### src/rtl/sr_latch_monitor.sv
`default_nettype none
// ============================================================================
// Module   : sr_latch_monitor
// Purpose  : Clocked checker for an SR latch. Samples the latch drive lines
//            (r, s) and the latch output (q) on every rising clk, keeps a
//            reference model of the expected Q, and flags every compare cycle
//            in which the latch disagrees once a settle window has elapsed.
//            Also counts new set/reset commands and mismatches, and flags the
//            forbidden r=s=1 input (sticky).
// Ports    : clk      - rising-edge clock
//            rst      - asynchronous active-high reset
//            r, s     - latch reset / set drive lines (same nets as the latch)
//            q        - latch output under check
//            clr      - synchronous clear of counters and flags
//            exp_q    - model-expected Q
//            valid    - exp_q defined (state SETTLING or CHECK)
//            state    - UNKNOWN=0, SETTLING=1, CHECK=2, ILLEGAL=3
//            err      - mismatch indication
//            illegal  - r=s=1 has been sampled (sticky until clr/rst)
//            err_cnt  - mismatching compare cycles (saturating)
//            set_cnt  - new set commands (saturating)
//            rst_cnt  - new reset commands (saturating)
// Config   : SR_MON_STICKY_ERR_EN - when defined, err stays high after the
//            first mismatch until clr or rst; otherwise err is a one-cycle
//            pulse per mismatching compare edge.
// Revision : 1.0 - initial release
// ============================================================================
module sr_latch_monitor #(
   parameter int SETTLE = 2,
   parameter int CNT_W  = 8
) (
   input  logic             clk,
   input  logic             rst,
   input  logic             r,
   input  logic             s,
   input  logic             q,
   input  logic             clr,
   output logic             exp_q,
   output logic             valid,
   output logic [1:0]       state,
   output logic             err,
   output logic             illegal,
   output logic [CNT_W-1:0] err_cnt,
   output logic [CNT_W-1:0] set_cnt,
   output logic [CNT_W-1:0] rst_cnt
);

   typedef enum logic [1:0] {
      ST_UNKNOWN  = 2'd0,
      ST_SETTLING = 2'd1,
      ST_CHECK    = 2'd2,
      ST_ILLEGAL  = 2'd3
   } state_t;

   localparam logic [3:0]       C_SETTLE = 4'(SETTLE);
   localparam logic [CNT_W-1:0] C_ONE    = CNT_W'(1);

   function automatic logic [CNT_W-1:0] sat_inc(input logic [CNT_W-1:0] v);
      return (&v) ? v : v + C_ONE;
   endfunction

   state_t           state_q, state_d;
   logic [3:0]       settle_q, settle_d;
   logic [1:0]       rs_prev_q, rs_prev_d;
   logic             exp_bit_q, exp_bit_d;
   logic             valid_q, valid_d;
   logic             err_q, err_d;
   logic             illegal_q, illegal_d;
   logic [CNT_W-1:0] err_cnt_q, err_cnt_d;
   logic [CNT_W-1:0] set_cnt_q, set_cnt_d;
   logic [CNT_W-1:0] rst_cnt_q, rst_cnt_d;

   logic is_new;
   logic cmd_set;
   logic cmd_rst;
   logic cmd_forbid;
   logic mismatch;

   always_comb begin
      rs_prev_d  = {r, s};
      is_new     = ({r, s} != rs_prev_q);
      cmd_set    = s & ~r;
      cmd_rst    = r & ~s;
      cmd_forbid = r & s;

      // The compare uses the state and expectation held before this edge, so a
      // command arriving in CHECK is judged against the previous expectation.
      mismatch   = (state_q == ST_CHECK) && (q != exp_bit_q);

      state_d    = state_q;
      settle_d   = settle_q;
      exp_bit_d  = exp_bit_q;

      if (cmd_forbid) begin
         state_d = ST_ILLEGAL;
      end else if ((cmd_set || cmd_rst) && is_new) begin
         exp_bit_d = cmd_set;
         if (SETTLE == 0) begin
            state_d = ST_CHECK;
         end else begin
            state_d  = ST_SETTLING;
            settle_d = C_SETTLE;
         end
      end else if (state_q == ST_SETTLING) begin
         // Hold or a held set/reset lets the countdown run; leave at count 1.
         if (settle_q <= 4'd1) begin
            state_d = ST_CHECK;
         end
         settle_d = (settle_q != 4'd0) ? settle_q - 4'd1 : 4'd0;
      end

      valid_d = (state_d == ST_SETTLING) || (state_d == ST_CHECK);

      err_cnt_d = mismatch ? sat_inc(err_cnt_q) : err_cnt_q;
      set_cnt_d = (cmd_set && is_new) ? sat_inc(set_cnt_q) : set_cnt_q;
      rst_cnt_d = (cmd_rst && is_new) ? sat_inc(rst_cnt_q) : rst_cnt_q;
      illegal_d = illegal_q | cmd_forbid;
`ifdef SR_MON_STICKY_ERR_EN
      err_d     = err_q | mismatch;
`else
      err_d     = mismatch;
`endif

      // clr takes priority over any event counted on the same edge.
      if (clr) begin
         err_cnt_d = '0;
         set_cnt_d = '0;
         rst_cnt_d = '0;
         illegal_d = 1'b0;
         err_d     = 1'b0;
      end
   end

   always_ff @(posedge clk or posedge rst) begin
      if (rst) begin
         state_q   <= ST_UNKNOWN;
         settle_q  <= 4'd0;
         rs_prev_q <= 2'b00;
         exp_bit_q <= 1'b0;
         valid_q   <= 1'b0;
         err_q     <= 1'b0;
         illegal_q <= 1'b0;
         err_cnt_q <= '0;
         set_cnt_q <= '0;
         rst_cnt_q <= '0;
      end else begin
         state_q   <= state_d;
         settle_q  <= settle_d;
         rs_prev_q <= rs_prev_d;
         exp_bit_q <= exp_bit_d;
         valid_q   <= valid_d;
         err_q     <= err_d;
         illegal_q <= illegal_d;
         err_cnt_q <= err_cnt_d;
         set_cnt_q <= set_cnt_d;
         rst_cnt_q <= rst_cnt_d;
      end
   end

   assign exp_q   = exp_bit_q;
   assign valid   = valid_q;
   assign state   = state_q;
   assign err     = err_q;
   assign illegal = illegal_q;
   assign err_cnt = err_cnt_q;
   assign set_cnt = set_cnt_q;
   assign rst_cnt = rst_cnt_q;

endmodule
`default_nettype wire

### config.mk
export PLATFORM = sky130hd
export DESIGN_NAME = sr_latch_monitor
export DESIGN_NICKNAME = d
export VERILOG_FILES = /design/src/rtl/sr_latch_monitor.sv
export SDC_FILE = /design/constraint.sdc
export NUM_CORES = 1
export LEC_CHECK = 0
export BUFFER_PORTS_ARGS = -buffer_cell sky130_fd_sc_hd__buf_2
export CAP_MARGIN = 20
export CORE_MARGIN = 2
export CORE_UTILIZATION = 37
export DETAILED_ROUTE_END_ITERATION = 10
export GPL_TIMING_DRIVEN = 0
export SYNTH_ARGS = -nofsm -noshare
export SYNTH_HDL_FRONTEND = slang
export SYNTH_SLANG_ARGS = --single-unit
### constraint.sdc
create_clock -name clk -period 1.9 [get_ports clk]
set_input_delay 0.38 -clock clk [delete_from_list [all_inputs] [get_ports clk]]
set_output_delay 0.38 -clock clk [all_outputs]
set_load 0.05 [all_outputs]
==> flow_summary.ini, run 1 <==
[floorplan]
core.rowCount = 26
die_h_um = 75.7
ios = 36
start_util = 0.377
die_area_um2 = 5730
die_w_um = 75.7
core_um2 = 5040

[route]
firstDrtPassIters = 4
post_drt_wl_per_cell_um = 12.9
drc = 0
ant_nets = 0
routed_wl_mm = 4.00
drt_iter0_markers = 80
vias_per_cell = 5.22
num_vias = 1614

[synth]
synth_area_leaders = dfrtp_1 (47%), a21oi_1 (4.5%), ha_1 (3.9%)
syn-instance-count = 196
yosysSeqAreaShare = 0.474
synth_nets = 208
synth_top_cell_by_area = dfrtp_1
synthDominantCellAreaShare = 0.474
yosysWarnings = 0
ys_ff_latch = 36
netlist_area_um2 = 1900
synth_cell_types = 38
synth_area_per_cell_um2 = 9.70

[finish]
drive_above_1_share = 0.247
nets = 250
area_growth_pct = 20.7
design_area_um2 = 2300
stdcell_count = 309
n_antenna_cell = 0

[sta]
timing.fmax_mhz = 572
fin_hold_ws_ns = 0.218
skew_ns = 0.00407
report.final.slew_viol_count = 0
tightest_slew_ns = 0.752
rsz0062_at_grt = yes
min_period_over_period = 0.921
fin_tns_setup_ns = 0
setup_violations = 0
finalCriticalPeriod_ns = 1.75
hold_viol = 0
slew_headroom = 0.498

[power_and_ir_drop]
leakage_nw = 1.01
power_mw = 1.96
p_per_area_nw_per_um2 = 853
peakVddDrop_uv = 298

[setup_path]
r2r_slack_ns = 0.15
r2r-end = rst_cnt[4]
crit_fanout = 10
cp_data_arrival_time_ns = 1.93
startpoint = rst_cnt[0]
critPathKind = flop to flop
start_kind = flop
crit_required_ns = 2.08
reg2reg_from = rst_cnt[0]
cp-end-kind = flop
reg2regPathDepth = 5

[grt]
grt-busiest-layer = met2
grt_overflow = 0
use_met3 = 0.0291
grt_first_pass_wirelength_mm = 6.93
use_met1 = 0.213
grt_max_degree = 37
grt_pass1_vias = 1510
met2_usage = 0.253
grtUsageTotal = 0.159
antenna_found_initial = 0

[cts]
cts_tree = yes
clockBufferDepth = 2
clkSlewWorstSetupHoldPaths_ns = 0.08
cts_sinks = 36
clk_latency_ns = 0.29
cts-buffers-inserted = 5
htree_levels = 2
cts-root-buf = clkbuf_8
postCtsSetupRepairBufs = 0
cts_hold_buf = 0
ctsResizeCount = 0

[place]
placedCellCount = 301
post-dp-hpwl_mm = 2.87
placed_area_um2 = 2170
gp_congestion = 0.724
port_buffers = 35

[job]
drv_cap = 0

[worst_hold_path]
hold_class = primary input to asynchronous set/reset pin

[status]
outcome = complete, no violations
==> per-layer routing <==
metal | share of wire | up-vias
met1 | 0.45 | 778
met5 | 0 | -
met4 | 0.018 | 0
met3 | 0.037 | 7
met2 | 0.49 | 30
li1 | - | 799
==> cell usage after synthesis (all sizes together) <==
cell type and n:
nand2 8, a211oi 3, clkbuf 5, nand2b 5
a32o 1, a21o 2, nor4b 1, a21oi 17
nor3b 2, inv 9, mux2 4, o21bai 3
o31a 1, dfrtp 36, o31ai 9, o21ai 11
o21a 1, and3 1, and4 1, or3 6
xnor2 2, o211ai 2, nand4 4, ha 6
nor3 5, nand3 8, a2111oi 1, nor2 17
mux2i 3, nor2b 5, xor2 4, buf 1
or4 7, a22o 1, or2 2, nor4 2
==> worst max-delay path, cell delays in order, from the launching register on <==
cell	delay, ns
dfrtp_2	0.40
ha_1	0.22
nand4_1	0.20
nor3_2	0.42
nor3_1	0.11
mux2_2	0.28
==> layout make-up <==
class	instances	area [µm²]
Fill cell	508	2750
Multi-Input combinational cell	145	948
Sequential cell	36	906
Timing Repair Buffer	35	175
Tap cell	70	87.6
Clock buffer	5	68.8
Clock inverter	3	42.5
Buffer	6	33.8
Inverter	9	33.8
==> worst max path at each step <==
stage,end,slack [ns],cells past startpoint
CTS,rst_cnt[6],0.04,5
global placement,settle_q[2],0.01,6
finish,rst_cnt[4],0.15,5
floorplan,err_cnt[7],0.08,5
detailed placement,set_cnt[5],-0.009,7
global route,rst_cnt[4],-0.009,5
==> report_power, final <==
part / total [mW] / leakage, nW / switching [mW] / internal [mW]
clock network: 0.679 / 0.0541 / 0.290 / 0.388
registers: 0.885 / 0.475 / 0.0629 / 0.822
logic: 0.394 / 0.478 / 0.272 / 0.122
total: 1.96 / 1.01 / 0.625 / 1.33
==> cell families (layout without fill, tap and decap cells) <==
| kind of cell | after synthesis | count (layout) | share of synthesized area |
|---|---|---|---|
| simple gates | 74 | 74 | 0.211 |
| compound gates | 52 | 52 | 0.172 |
| flops | 36 | 36 | 0.474 |
| buf+inv | 15 | 58 | 0.0336 |
| mux | 7 | 7 | 0.0395 |
| fa+ha+maj | 6 | 6 | 0.0395 |
| xor+xnor | 6 | 6 | 0.0316 |
==> sequential cells by signal, summed over array words and instances, names as in the netlist <==
signal     flops
err            1
err_cnt        8
exp_q          1
illegal        1
rs_prev_q      2
rst_cnt        8
set_cnt        8
settle_q       4
state          2
valid          1
==> placed cells by master (no fill, tap or decap), types with 2 or more instances in the layout <==
cell type and count:
nor2_1 17, nand3_1 8, nand2b_1 5, dfrtp_1 32, o211ai_1 2, nand4_1 4, or4_1 7, or3_1 6
o21ai_1 2, a21o_1 2, xnor2_1 2, a211oi_1 3, or2_2 2, nor2b_1 5, nand2_1 8, xor2_1 3
nor3b_1 2, buf_2 35, mux2_2 4, mux2i_1 3, a21oi_1 17, inv_1 8, ha_1 6, o21ai_0 9
nor3_1 4, o31ai_1 9, clkbuf_1 4, o21bai_1 3, dfrtp_2 4, clkbuf_8 5, nor4_1 2
==> through the flow <==
step,util,setup WS [ns]
after floorplan,-,0.0834
after global placement,0.431,0.0117
after detailed placement,0.431,-0.00878
after CTS,0.453,0.0355
after global routing,0.455,-0.00934
final,0.455,0.151
Power figures use the tool's default switching activity.
==> run 2: changes to the inputs <==
Settings changed: SETUP_SLACK_MARGIN set to 0.2.
==> run 2 against run 1 <==
Against the previous run:
- critical path depth rose by 1
- highest routed layer unchanged
- utilization rose by 2.3 points
- sequential cell count did not move
- total power fell by 6.3%
- non-clock buffer count rose by 8
- maximum frequency rose by 4.0%
- combinational power rose by 6.1%
- routed wire length rose by 5.8%
- register-to-register slack improved by 0.07 ns
- sequential power rose by 0.5%
==> flow_summary.ini, run 2 (synthesis gave the netlist of run 1 again) <==
[place]
port_buffers = 35
gp_congestion = 0.746
pre_cts_ws_ns = 0.00249
post-dp-hpwl_mm = 2.88

[sta]
finalCriticalPeriod_ns = 1.68
rsz0062_at_grt = yes
min_period_over_period = 0.885
tightest_slew_ns = 0.762
slew_headroom = 0.491
report.final.slew_viol_count = 0
timing.fmax_mhz = 595
fin_hold_ws_ns = 0.229
fin_ws_ns = 0.218
skew_ns = 0.00206
hold_viol = 0
fin_tns_setup_ns = 0
setup_violations = 0

[grt]
grt_overflow = 0
grt_pass1_vias = 1426
grtUsageTotal = 0.153
grt_max_degree = 37
grt_first_pass_wirelength_mm = 6.64
antenna_found_initial = 0

[setup_path]
start_kind = flop
r2r-end = rst_cnt[2]
reg2reg_from = rst_cnt[0]
r2r_slack_ns = 0.22
reg2regPathDepth = 6
critPathKind = flop to flop
crit_fanout = 8
crit_required_ns = 2.11
cp_data_arrival_time_ns = 1.89
cp-end-kind = flop

[cts]
clk_latency_ns = 0.29
cts-buffers-inserted = 5
cts_tree = yes
clkSlewWorstSetupHoldPaths_ns = 0.07
cts-root-buf = clkbuf_8
clockBufferDepth = 2
cts_sinks = 36
htree_levels = 2

[floorplan]
die_h_um = 75.7
core_um2 = 5040
ios = 36
die_w_um = 75.7
die_area_um2 = 5730
start_util = 0.377
core.rowCount = 26

[finish]
n_antenna_cell = 0
area_growth_pct = 26.8
nets = 258
finish.utilization = 0.478
drive_above_1_share = 0.332
layout_common_cells = buf_2 (35), dfrtp_1 (26), nor2_1 (17), a21oi_1 (14), dfrtp_2 (10)
final_common_cell = buf_2

[job]
drv_cap = 0

[route]
vias_per_cell = 5.20
num_vias = 1647
ant_nets = 0
wl_met2_mm = 1.93
wl_met3_um = 139
firstDrtPassIters = 4
drt_iter0_markers = 87
top_layer_used = met4
wl_met1_mm = 2.07
drc = 0
routed_wl_mm = 4.23
post_drt_wl_per_cell_um = 13.3

[worst_hold_path]
hold_class = primary input to asynchronous set/reset pin

[status]
outcome = complete, no violations

[power_and_ir_drop]
p_per_area_nw_per_um2 = 761
peakVddDrop_uv = 312
leakage_nw = 1.04
[run 2: cell count changes in the layout (fill, tap and decap cells not counted), sizes merged]
| cell | previous run | this run |
|---|---|---|
| bufinv | 1 | 0 |
| buf | 37 | 44 |
| clkbuf | 9 | 13 |
| clkinvlp | 1 | 0 |
| clkinv | 1 | 0 |
[run 2: power breakdown]
| group | switching [mW] | internal [mW] |
|---|---|---|
| Combinational | 0.275 | 0.143 |
| Sequential | 0.0623 | 0.826 |
| Clock | 0.269 | 0.261 |
[run 2: critical path, stage by stage (launching register included)]
cell,delay (ns)
dfrtp_2,0.45
ha_4,0.18
nand4_1,0.19
nor3_4,0.11
buf_4,0.15
or4_1,0.39
a21oi_1,0.14
[run 2: routing by layer]
metal  global-route usage  vias up
li1                     -      817
met2                0.237       36
met4               0.0721        0
met1                0.209      785
met3               0.0278        9
met5                    0        -
[run 2: timing repair]
| item | CTS | global route |
|---|---|---|
| buffers inserted | 0 | 7 |
| gates resized for setup | 2 | 11 |
| cloned | 0 | 1 |
| pin swaps | 0 | 10 |
| setup endpoints to repair | 2 | 13 |
| hold buffers | 0 | 0 |
[run 2: cell type report]
type,count,area [µm²]
Multi-Input combinational cell,145,1020
Sequential cell,36,913
Clock buffer,8,80.1
Fill cell,511,2630
Tap cell,70,87.6
Inverter,9,33.8
Timing Repair Buffer,43,235
Buffer,6,40.0
[run 2: worst max path at each step]
stage | from | endpoint | slack [ns] | cells past startpoint
after floorplan | rst_cnt[1] | rst_cnt[4] | 0.17 | 5
after global placement | rst | rst_cnt[1] | 0.01 | 2
after detailed placement | r | set_cnt[5] | 0.002 | 7
after CTS | err_cnt[0] | err_cnt[7] | 0.20 | 6
after global routing | err_cnt[0] | err_cnt[6] | 0.14 | 6
final | rst_cnt[0] | rst_cnt[2] | 0.22 | 6
[run 2: through the flow]
stage | total power, mW | cell area, µm² | instances
after floorplan | 1.20 | 1950 | 196
after global placement | 1.29 | 2210 | 301
after detailed placement | 1.29 | 2210 | 301
after CTS | 1.83 | 2310 | 309
after global routing | 1.94 | 2410 | 317
final | 1.84 | 2410 | 317
